==> config.mk <==
export PLATFORM = sky130hd
export DESIGN_NAME = mem_rr_arbiter_flat
export DESIGN_NICKNAME = d
export VERILOG_FILES = /design/src/rtl/mem_arb_pkg.sv /design/src/rtl/mem_rr_arbiter_if.sv /design/src/rtl/rr_picker.sv /design/src/rtl/mem_rr_arbiter.sv /design/src/flat_wrapper.sv
export SDC_FILE = /design/constraint.sdc
export NUM_CORES = 1
export LEC_CHECK = 0
export ABC_CLOCK_PERIOD_IN_PS = 1400
export CAP_MARGIN = 20
export CORE_MARGIN = 2
export CORE_UTILIZATION = 38
export CTS_CLUSTER_DIAMETER = 30
export DETAILED_ROUTE_END_ITERATION = 10
export GPL_ROUTABILITY_DRIVEN = 1
export GPL_TIMING_DRIVEN = 0
export PLACE_DENSITY = 0.77
export SETUP_SLACK_MARGIN = 0.5
export SKIP_LAST_GASP = 1
export SLEW_MARGIN = 20
export SYNTH_ARGS = -nofsm -noshare
export SYNTH_HDL_FRONTEND = slang
export SYNTH_SLANG_ARGS = --single-unit
==> constraint.sdc <==
create_clock -name clk -period 1.4 [get_ports clk]
set_input_delay 0.21 -clock clk [delete_from_list [all_inputs] [get_ports clk]]
set_output_delay 0.21 -clock clk [all_outputs]
set_load 0.05 [all_outputs]
==> src/rtl/mem_arb_pkg.sv <==
// mem_arb_pkg: shared types and constants for the memory round-robin arbiter.
//   arb_state_e : arbiter FSM state encoding
//   MEM_AW/DW   : geometry of the shared 32x8 single-port memory
//   rr_next()   : round-robin successor of a requester index
package mem_arb_pkg;

  typedef enum logic [1:0] {IDLE, ACCESS, RDWAIT, RDONE} arb_state_e;

  localparam int MEM_AW = 5;
  localparam int MEM_DW = 8;

  // Index that follows cur in an n-entry ring.
  function automatic int rr_next(input int cur, input int n);
    return (cur + 1 >= n) ? 0 : cur + 1;
  endfunction

endpackage

==> src/rtl/mem_rr_arbiter_if.sv <==
// mem_rr_arbiter_if: requester-side bus of the memory arbiter.
//   req/we/addr/wdata : per-requester command, held until done is seen
//   done              : one-hot completion pulse to the winner
//   rdata             : read data, valid with done of a read, held otherwise
//   busy              : arbiter not idle
// master = requesters, slave = arbiter.
interface mem_rr_arbiter_if
  import mem_arb_pkg::*;
#(
  parameter int NREQ = 2,
  parameter int AW   = MEM_AW,
  parameter int DW   = MEM_DW
);
  logic [NREQ-1:0]         req;
  logic [NREQ-1:0]         we;
  logic [NREQ-1:0][AW-1:0] addr;
  logic [NREQ-1:0][DW-1:0] wdata;
  logic [NREQ-1:0]         done;
  logic [DW-1:0]           rdata;
  logic                    busy;

  modport master (output req, we, addr, wdata, input done, rdata, busy);
  modport slave  (input req, we, addr, wdata, output done, rdata, busy);
endinterface

==> src/rtl/rr_picker.sv <==
// rr_picker: combinational round-robin selector.
//   req : request vector
//   ptr : index with top priority this round
//   gnt : one-hot grant (all zero when no request)
//   win : index of the granted requester
//   any : at least one request present
// The winner is the requester with the smallest ring distance from ptr,
// which is the same as searching upward from ptr with wrap.
module rr_picker #(
  parameter int NREQ = 2,
  parameter int IW   = 1
) (
  input  logic [NREQ-1:0] req,
  input  logic [IW-1:0]   ptr,
  output logic [NREQ-1:0] gnt,
  output logic [IW-1:0]   win,
  output logic            any
);
  int best, best_d, d;

  always_comb begin
    best   = 0;
    best_d = NREQ;
    d      = 0;
    for (int j = 0; j < NREQ; j++) begin
      if (req[j]) begin
        d = (j + NREQ - int'(ptr)) % NREQ;
        if (d < best_d) begin
          best_d = d;
          best   = j;
        end
      end
    end
    any = (best_d < NREQ);
    gnt = '0;
    for (int j = 0; j < NREQ; j++) gnt[j] = any && (best == j);
    win = IW'(best);
  end
endmodule

==> src/rtl/mem_rr_arbiter.sv <==
// mem_rr_arbiter: shares one single-port memory among NREQ requesters.
//   clk, rst_n    : clock, async active-low reset
//   bus (slave)   : requester commands in, one-hot done / rdata / busy out
//   mem_read      : memory read strobe (ACCESS of a read)
//   mem_write     : memory write strobe (ACCESS of a write)
//   mem_addr      : latched address, holds when idle
//   mem_data_in   : latched write data, holds when idle
//   mem_data_out  : registered memory read data (1 cycle after mem_read)
// One access in flight. Write: IDLE->ACCESS(done). Read:
// IDLE->ACCESS->RDWAIT->RDONE(done). Pointer moves past the winner on done.
module mem_rr_arbiter
  import mem_arb_pkg::*;
#(
  parameter int NREQ = 2,   // 2..8
  parameter int AW   = MEM_AW,
  parameter int DW   = MEM_DW
) (
  input  logic             clk,
  input  logic             rst_n,
  mem_rr_arbiter_if.slave  bus,
  output logic             mem_read,
  output logic             mem_write,
  output logic [AW-1:0]    mem_addr,
  output logic [DW-1:0]    mem_data_in,
  input  logic [DW-1:0]    mem_data_out
);
  localparam int IW = (NREQ > 1) ? $clog2(NREQ) : 1;

  arb_state_e      state_q, state_d;
  logic [IW-1:0]   ptr_q, win_q, pick_win;
  logic [NREQ-1:0] pick_gnt, done_c;
  logic            pick_any, cmd_we_q, complete, busy_c;
  logic [DW-1:0]   rdata_q;
  logic            sel_we;
  logic [AW-1:0]   sel_addr;
  logic [DW-1:0]   sel_wdata;

  rr_picker #(.NREQ(NREQ), .IW(IW)) u_pick (
    .req (bus.req),
    .ptr (ptr_q),
    .gnt (pick_gnt),
    .win (pick_win),
    .any (pick_any)
  );

  // AND-OR mux of the winner's fields; losers never reach the latch.
  always_comb begin
    sel_we    = 1'b0;
    sel_addr  = '0;
    sel_wdata = '0;
    for (int i = 0; i < NREQ; i++) begin
      if (pick_gnt[i]) begin
        sel_we    = sel_we | bus.we[i];
        sel_addr  = sel_addr | bus.addr[i];
        sel_wdata = sel_wdata | bus.wdata[i];
      end
    end
  end

  // state register
  always_ff @(posedge clk or negedge rst_n) begin
    if (!rst_n) state_q <= IDLE;
    else        state_q <= state_d;
  end

  // next state
  always_comb begin
    state_d = state_q;
    unique case (state_q)
      IDLE:    if (pick_any) state_d = ACCESS;
      ACCESS:  state_d = cmd_we_q ? IDLE : RDWAIT;
      RDWAIT:  state_d = RDONE;
      RDONE:   state_d = IDLE;
      default: state_d = IDLE;
    endcase
  end

  // outputs decoded from state
  always_comb begin
    mem_read  = (state_q == ACCESS) && !cmd_we_q;
    mem_write = (state_q == ACCESS) && cmd_we_q;
    complete  = mem_write || (state_q == RDONE);
    busy_c    = (state_q != IDLE);
    done_c    = complete ? ({{(NREQ-1){1'b0}}, 1'b1} << win_q) : '0;
  end

  assign bus.done  = done_c;
  assign bus.busy  = busy_c;
  assign bus.rdata = rdata_q;

  // command latch, read capture and rr pointer
  always_ff @(posedge clk or negedge rst_n) begin
    if (!rst_n) begin
      cmd_we_q    <= 1'b0;
      win_q       <= '0;
      ptr_q       <= '0;
      mem_addr    <= '0;
      mem_data_in <= '0;
      rdata_q     <= '0;
    end else begin
      if (state_q == IDLE && pick_any) begin
        cmd_we_q    <= sel_we;
        win_q       <= pick_win;
        mem_addr    <= sel_addr;
        mem_data_in <= sel_wdata;
      end
      if (state_q == RDWAIT) rdata_q <= mem_data_out;
      if (complete) ptr_q <= IW'(rr_next(int'(win_q), NREQ));
    end
  end
endmodule

==> src/flat_wrapper.sv <==
// flat-port wrapper written by rule: the top's interface ports become plain ports
module mem_rr_arbiter_flat import mem_arb_pkg::*;
#(
  parameter int NREQ = 2,          
  parameter int AW   = MEM_AW,
  parameter int DW   = MEM_DW
)
  (clk, rst_n, mem_read, mem_write, mem_addr, mem_data_in, mem_data_out, bus_req, bus_we, bus_addr, bus_wdata, bus_done, bus_rdata, bus_busy);
  mem_rr_arbiter_if #(.NREQ(NREQ), .AW(AW), .DW(DW)) bus_i ();
  input  logic clk;
  input  logic rst_n;
  output logic mem_read;
  output logic mem_write;
  output logic [AW-1:0] mem_addr;
  output logic [DW-1:0] mem_data_in;
  input  logic [DW-1:0] mem_data_out;
  input wire logic [$bits(bus_i.req)-1:0] bus_req;
  input wire logic [$bits(bus_i.we)-1:0] bus_we;
  input wire logic [$bits(bus_i.addr)-1:0] bus_addr;
  input wire logic [$bits(bus_i.wdata)-1:0] bus_wdata;
  output wire logic [$bits(bus_i.done)-1:0] bus_done;
  output wire logic [$bits(bus_i.rdata)-1:0] bus_rdata;
  output wire logic [$bits(bus_i.busy)-1:0] bus_busy;
  assign bus_i.req = bus_req;
  assign bus_i.we = bus_we;
  assign bus_i.addr = bus_addr;
  assign bus_i.wdata = bus_wdata;
  assign bus_done = bus_i.done;
  assign bus_rdata = bus_i.rdata;
  assign bus_busy = bus_i.busy;
  mem_rr_arbiter #(.NREQ(NREQ), .AW(AW), .DW(DW)) u_core (.clk(clk), .rst_n(rst_n), .bus(bus_i), .mem_read(mem_read), .mem_write(mem_write), .mem_addr(mem_addr), .mem_data_in(mem_data_in), .mem_data_out(mem_data_out));
endmodule
# Word-level counts from Yosys, hierarchy flattened
# Index checks and enable logic that the tools add are counted.
[op_classes]
add_sub_neg = 3
magnitude_cmp = 4
n_eq_ne = 5
n_shift = 1
mux = 17
n_bitwise = 5
n_reduce_logical = 10
[op_table]
columns = ["operator", "n"]
rows = [
  ["$mux 32", 4],
  ["$eq 32x2->1 const B", 1],
  ["$logic_not 32->1", 1],
  ["$lt 2x32->1", 1],
  ["$lt 32x3->1 const B", 1],
  ["$mux 8", 2],
  ["$mux 5", 2],
  ["$or 8x8->8", 1],
  ["$pmux 2 s4", 1],
  ["$mux 2", 3],
  ["$sub 2x1->3 const A", 2],
  ["$logic_and 1x1->1", 5],
  ["$mux 1", 5],
  ["$or 5x5->5", 1],
  ["$eq 2x2->1 const B", 2],
  ["$lt 2x3->1 const B", 1],
  ["$add 1x1->2 const B", 1],
  ["$and 1x1->1", 2],
  ["$eq 2x1->1 const B", 1],
  ["$ge 2x2->1 const B", 1],
  ["$logic_not 2->1", 1],
  ["$ne 2x1->1 const B", 1],
  ["$reduce_bool 2->1", 1],
  ["$shl 1x1->2 const A", 1],
  ["other kinds (3)", 3],
]
[totals]
reg_bits = 26
in_bits = 40
output_inout_bits = 26
wordCells = 52

# Logic depth before layout (Yosys ltp)
[depth]
ltp_word = 13
depth_mapped = 5
ltp_nobuf = 3

# Cells and area by module
# From an unflattened synthesis, not the netlist that was laid out.
[hier_totals]
cells_unflattened = 85
area_unflattened_um2 = 1178.6
[by_module_without_submodules]
columns = ["mod", "instances", "cells_per_inst", "area_per_inst_um2", "seq_area_each_um2"]
rows = [
  ["mem_rr_arbiter", 1, 80, 1146.1, 650.6],
  ["rr_picker", 1, 5, 32.5, 0.0],
]

# Worst setup path before layout
# Ideal clock, no wire load.
[synth_timing]
kind = "register to register"
from = "register with a tool-made name"
to = "register with a tool-made name"
setup_time_ps = 70
t_arrival_ps = 1879
required_ps = 1330
setup_slack_ps = -549
stages_incl_launch_ff = 3
n_path_buf = 0
period_less_slack_ps = 1949
path_cell_list = "dfrtp_1 nor3b_1 or2_2"

==> metrics list <==
- Global routing finished with a remaining overflow of 0.
* Post-synth top cells: 26 x sky130_fd_sc_hd__dfrtp_1, 17 x sky130_fd_sc_hd__a21oi_1, 8 x sky130_fd_sc_hd__a32oi_1, 8 x sky130_fd_sc_hd__mux2_2
* Starting density of the core: 0.395
* Total detailed-routing wirelength: between 3000 and 4000 µm
- For this design the ratio of total power to cell area is between 2000 and 3000 nW/µm².
- After detailed routing, the average wire length per cell comes to 15.2 µm.
- Detailed-routing iteration count for the pre-antenna-repair pass: 4
- Fillers: between 200 and 250
- Run status: finished, violations left
- Final worst-path cycle share: 1.09
* Peak per-stage delay on the critical path: between 0.5 and 0.6 ns
- The net count of the finished layout is approximately 240.
* Crit path capture type: primary output
- Nets in the synthesized netlist: approximately 140
- Diode count: 0
- For this run, the share of the core covered by cells in the final layout is 0.785.
- In this run the tightest slew margin relative to its limit is 0.754.
* Leading area contributor after synthesis: sky130_fd_sc_hd__dfrtp_1
- In the post-route analysis, the smallest setup slack over all paths is -0.121 ns.
- Of the post-synthesis cell area, the dominant cell type holds 0.544.
- Of the total synthesized cell area, the portion taken by XOR and XNOR cells is 0.
- Sequential cell area: about 650 µm²
* Library cell contributing the largest single delay on the critical path: sky130_fd_sc_hd__dfrtp_2
* FF+latch count, synth: 26
* Largest vdd supply drop: roughly 0.0013 V
- Maximum frequency from static timing analysis: 657 MHz
* Inserted Clock Buffers: 3
- Number of cells on the worst reg-to-reg path: 6
- The Yosys step of the flow raised 0 warnings.
* Total setup violations reported at the end of the flow: 11
- The cell area that synthesis handed to floorplanning was 1200 µm².
- In this run the deepest clock path goes through 2 buffers.
- Following the worst setup path forward leads to its endpoint at bus_done[1].
- Area occupied by multi-input gates: approximately 600 µm²
- TritonCTS built the clock tree.
- The area growth from synthesis to layout is 98.7%.
- Of all nets on the critical path, the largest fanout is 6.
* CP top delay family: flip-flops
- Critical-path cell list: o21ai_4 > buf_6 > nor2_4 > buf_8
* Data arrival time at the worst-slack endpoint: around 1.3 ns
- Stages on the worst setup path: 4
- Die Y: 60.1 µm
- Setup repair after global routing could not meet its margin everywhere.
- Boundary pin count: 66
- Main combinational cell family by area after synthesis: compound AO/OA/AOI/OAI gates
- Summed over all cells, the static leakage comes to between 1 and 1.5 nW.
* Global-route wire length before repair: 5380 µm
- The die is ~60 µm wide.
- Between clock sinks in the finished design, the worst skew comes to about 0.0025 ns.
- The most common cell in the synthesized netlist is sky130_fd_sc_hd__dfrtp_1.
- Via count of the first global-routing pass: 1,180
- Average instance area after synthesis: about 12 µm²
- The floorplan step defined a core boundary enclosing 3030 µm².
* Clock latency on the worst-skew pair: 0.31 ns
- The tightest min-delay check is of the in2async type.
* Worst reg2reg path endpoint: u_core.mem_addr[0]
* Number of levels the H-tree was split into: 1
* Total number of clock tree sinks: 26
- Min Tclk post-route: about 1.5 ns
- The most used flip-flop cell after synthesis is sky130_fd_sc_hd__dfrtp_1.
* Die outline area: 3610 µm²
* Detailed router's first-iteration violation count: 25
- Pin count of the biggest net entering global routing: 27
- In the synthesized netlist the async set-or-reset flop fraction comes to 1.00.
- Of the total synthesized cell area, the portion taken by full adders, half adders and majority gates is 0.
* Gpl congestion: 0.759
* Number of placed cells counting well taps: approximately 210
* Final ANT Viol Nets: 0
- At the pin with the least slew margin, the transition time is 0.369 ns.
- The number of antenna violations at the first check in global routing came to 0.
- Of the post-synthesis cell area, the part taken by muxes is 0.0753.
- Buffers plus inverters on the worst setup path: 2
- Area fraction in compound gates after synthesis: 0.201
* Simple-gate share of the synthesized area: 0.116
- The checks that failed: setup timing.
- Post-Synthesis Cells: 99
- For the worst setup path, the data required time is around 1.2 ns.
* Clock Pin Slew Worst Setup and Hold Paths: ~0.13 ns
* Synth area leaders: sky130_fd_sc_hd__dfrtp_1 54%, sky130_fd_sc_hd__mux2_2 7.5%, sky130_fd_sc_hd__a21oi_1 7.1%, sky130_fd_sc_hd__a32oi_1 5.9%, sky130_fd_sc_hd__a221o_1 5.0%
- Hold violation count in the final report: 0
* HPWL Detailed: 2450 µm
- For this block, the via count after detailed routing is between 1,000 and 1,500.
- In the routed design, unresolved DRC markers number 0.
- Overall fraction of global-route tracks in use: 0.198
- After the flow finishes, the layout carries non-filler instances totaling between 200 and 250.
- Of the cells placed in the final design, the portion with a size suffix greater than 1 is 0.533.
- The netlist uses 23 different library cells.
* Rows: 20
* Classification of the worst setup path: reg2out
- Post-Place Setup Slack: -0.496 ns
- The worst setup path is launched from a flip-flop.
- Mean number of vias per cell: 4.98
- Root buffer selected by CTS: sky130_fd_sc_hd__clkbuf_4
* Flop-to-flop setup slack: -0.06 ns
- Max-slew violations: 0
* Total power draw: ~6.3 mW
- Of the synthesized area, sequential elements account for 0.544.
- Across the run, the number of max-cap violations was 0.
- The synthesized design contains 0 enable-type register cells.
* PortBufs: between 60 and 70
==> registers in the layout, summed over array words and instances (netlist names), named ones only <==
signal and count:
u_core.bus.rdata 8, u_core.mem_data_in 8, u_core.mem_addr 5, u_core.cmd_we_q 1, u_core.ptr_q 1, u_core.state_q 1
u_core.win_q 1
==> cell families (layout without fill, tap and decap cells) <==
| logic type | count (synthesis) | count (layout) |
|---|---|---|
| buffers and inverters | 11 | 107 |
| multiplexers | 8 | 8 |
| flip-flops | 26 | 26 |
| AO/OA/AOI/OAI | 34 | 34 |
| AND/OR/NAND/NOR | 20 | 20 |
==> power by group <==
part	switching, mW	total (mW)	internal, mW
clock	0.216	0.375	0.159
combinational	2.31	4.42	2.11
sequential	0.357	1.50	1.14
==> per-layer routing <==
metal | vias to the layer above | global-route usage | share of wire
met5 | - | 0 | 0
li1 | 564 | - | -
met2 | 45 | 0.363 | 0.52
met3 | 4 | 0.0325 | 0.055
met4 | 0 | 0.0825 | 0.012
met1 | 577 | 0.225 | 0.42
==> stage by stage <==
stage	hold WS (ns)	instance area [µm²]	setup TNS, ns
6_report	0.349	2380	-0.761
5_1_grt	0.369	2380	-1.39
4_1_cts	0.415	2230	-0.544
3_5_place_dp	0.244	2030	-5.52
3_3_place_gp	0.491	2030	-10.53
2_1_floorplan	-0.0856	1330	0
==> timing repair <==
item / in CTS / in global routing
resized for setup: 194 / 13
hold buffers: 1 / 0
endpoints found under the setup margin: 52 / 54
setup buffers: 13 / 12
pin swaps: 6 / 8
cloned: 0 / 1
hold endpoints to repair: 26 / 0
==> worst min path at each step <==
stage | cells after the start | startpoint | end
2_1_floorplan | 0 | rst_n | async pin
3_3_place_gp | 1 | u_core.bus.rdata[7] | u_core.bus.rdata[7]
3_5_place_dp | 1 | rst_n | u_core.bus.rdata[6]
4_1_cts | 2 | rst_n | u_core.bus.rdata[7]
5_1_grt | 2 | rst_n | u_core.bus.rdata[6]
6_report | 2 | rst_n | u_core.bus.rdata[5]
==> layout by cell type (no fill, tap or decap), drive strengths merged <==
cell | netlist | final
clkdlybuf4s15 | 0 | 1
nor2 | 5 | 5
dlygate4sd3 | 0 | 1
clkdlybuf4s50 | 0 | 36
and3b | 1 | 1
dfrtp | 26 | 26
dlygate4sd2 | 0 | 1
nand2 | 1 | 1
and2 | 1 | 1
and3 | 7 | 7
a21o | 1 | 1
or2 | 2 | 2
nor3b | 1 | 1
nand2b | 1 | 1
a21boi | 1 | 1
buf | 8 | 60
clkinvlp | 0 | 1
a221o | 6 | 6
o21ai | 1 | 1
inv | 3 | 2
nor2b | 1 | 1
a32oi | 8 | 8
clkbuf | 0 | 5
mux2 | 8 | 8
a21oi | 17 | 17
==> worst register-to-register path: cells and delay by family (launching register included) <==
family,cells,cell delay [ns]
AO/OA/AOI/OAI,1,0.29
AND/OR/NAND/NOR,2,0.20
flip-flops,1,0.50
buffers and inverters,3,0.37
==> cell type report <==
cell class / count / area share
Clock buffer: 4 / 0.0153
Tap cell: 44 / 0.0232
Inverter: 3 / 0.00632
Sequential cell: 26 / 0.275
Timing Repair Buffer: 92 / 0.387
Buffer: 8 / 0.0411
Multi-Input combinational cell: 62 / 0.252
Power figures use the tool's default switching activity.
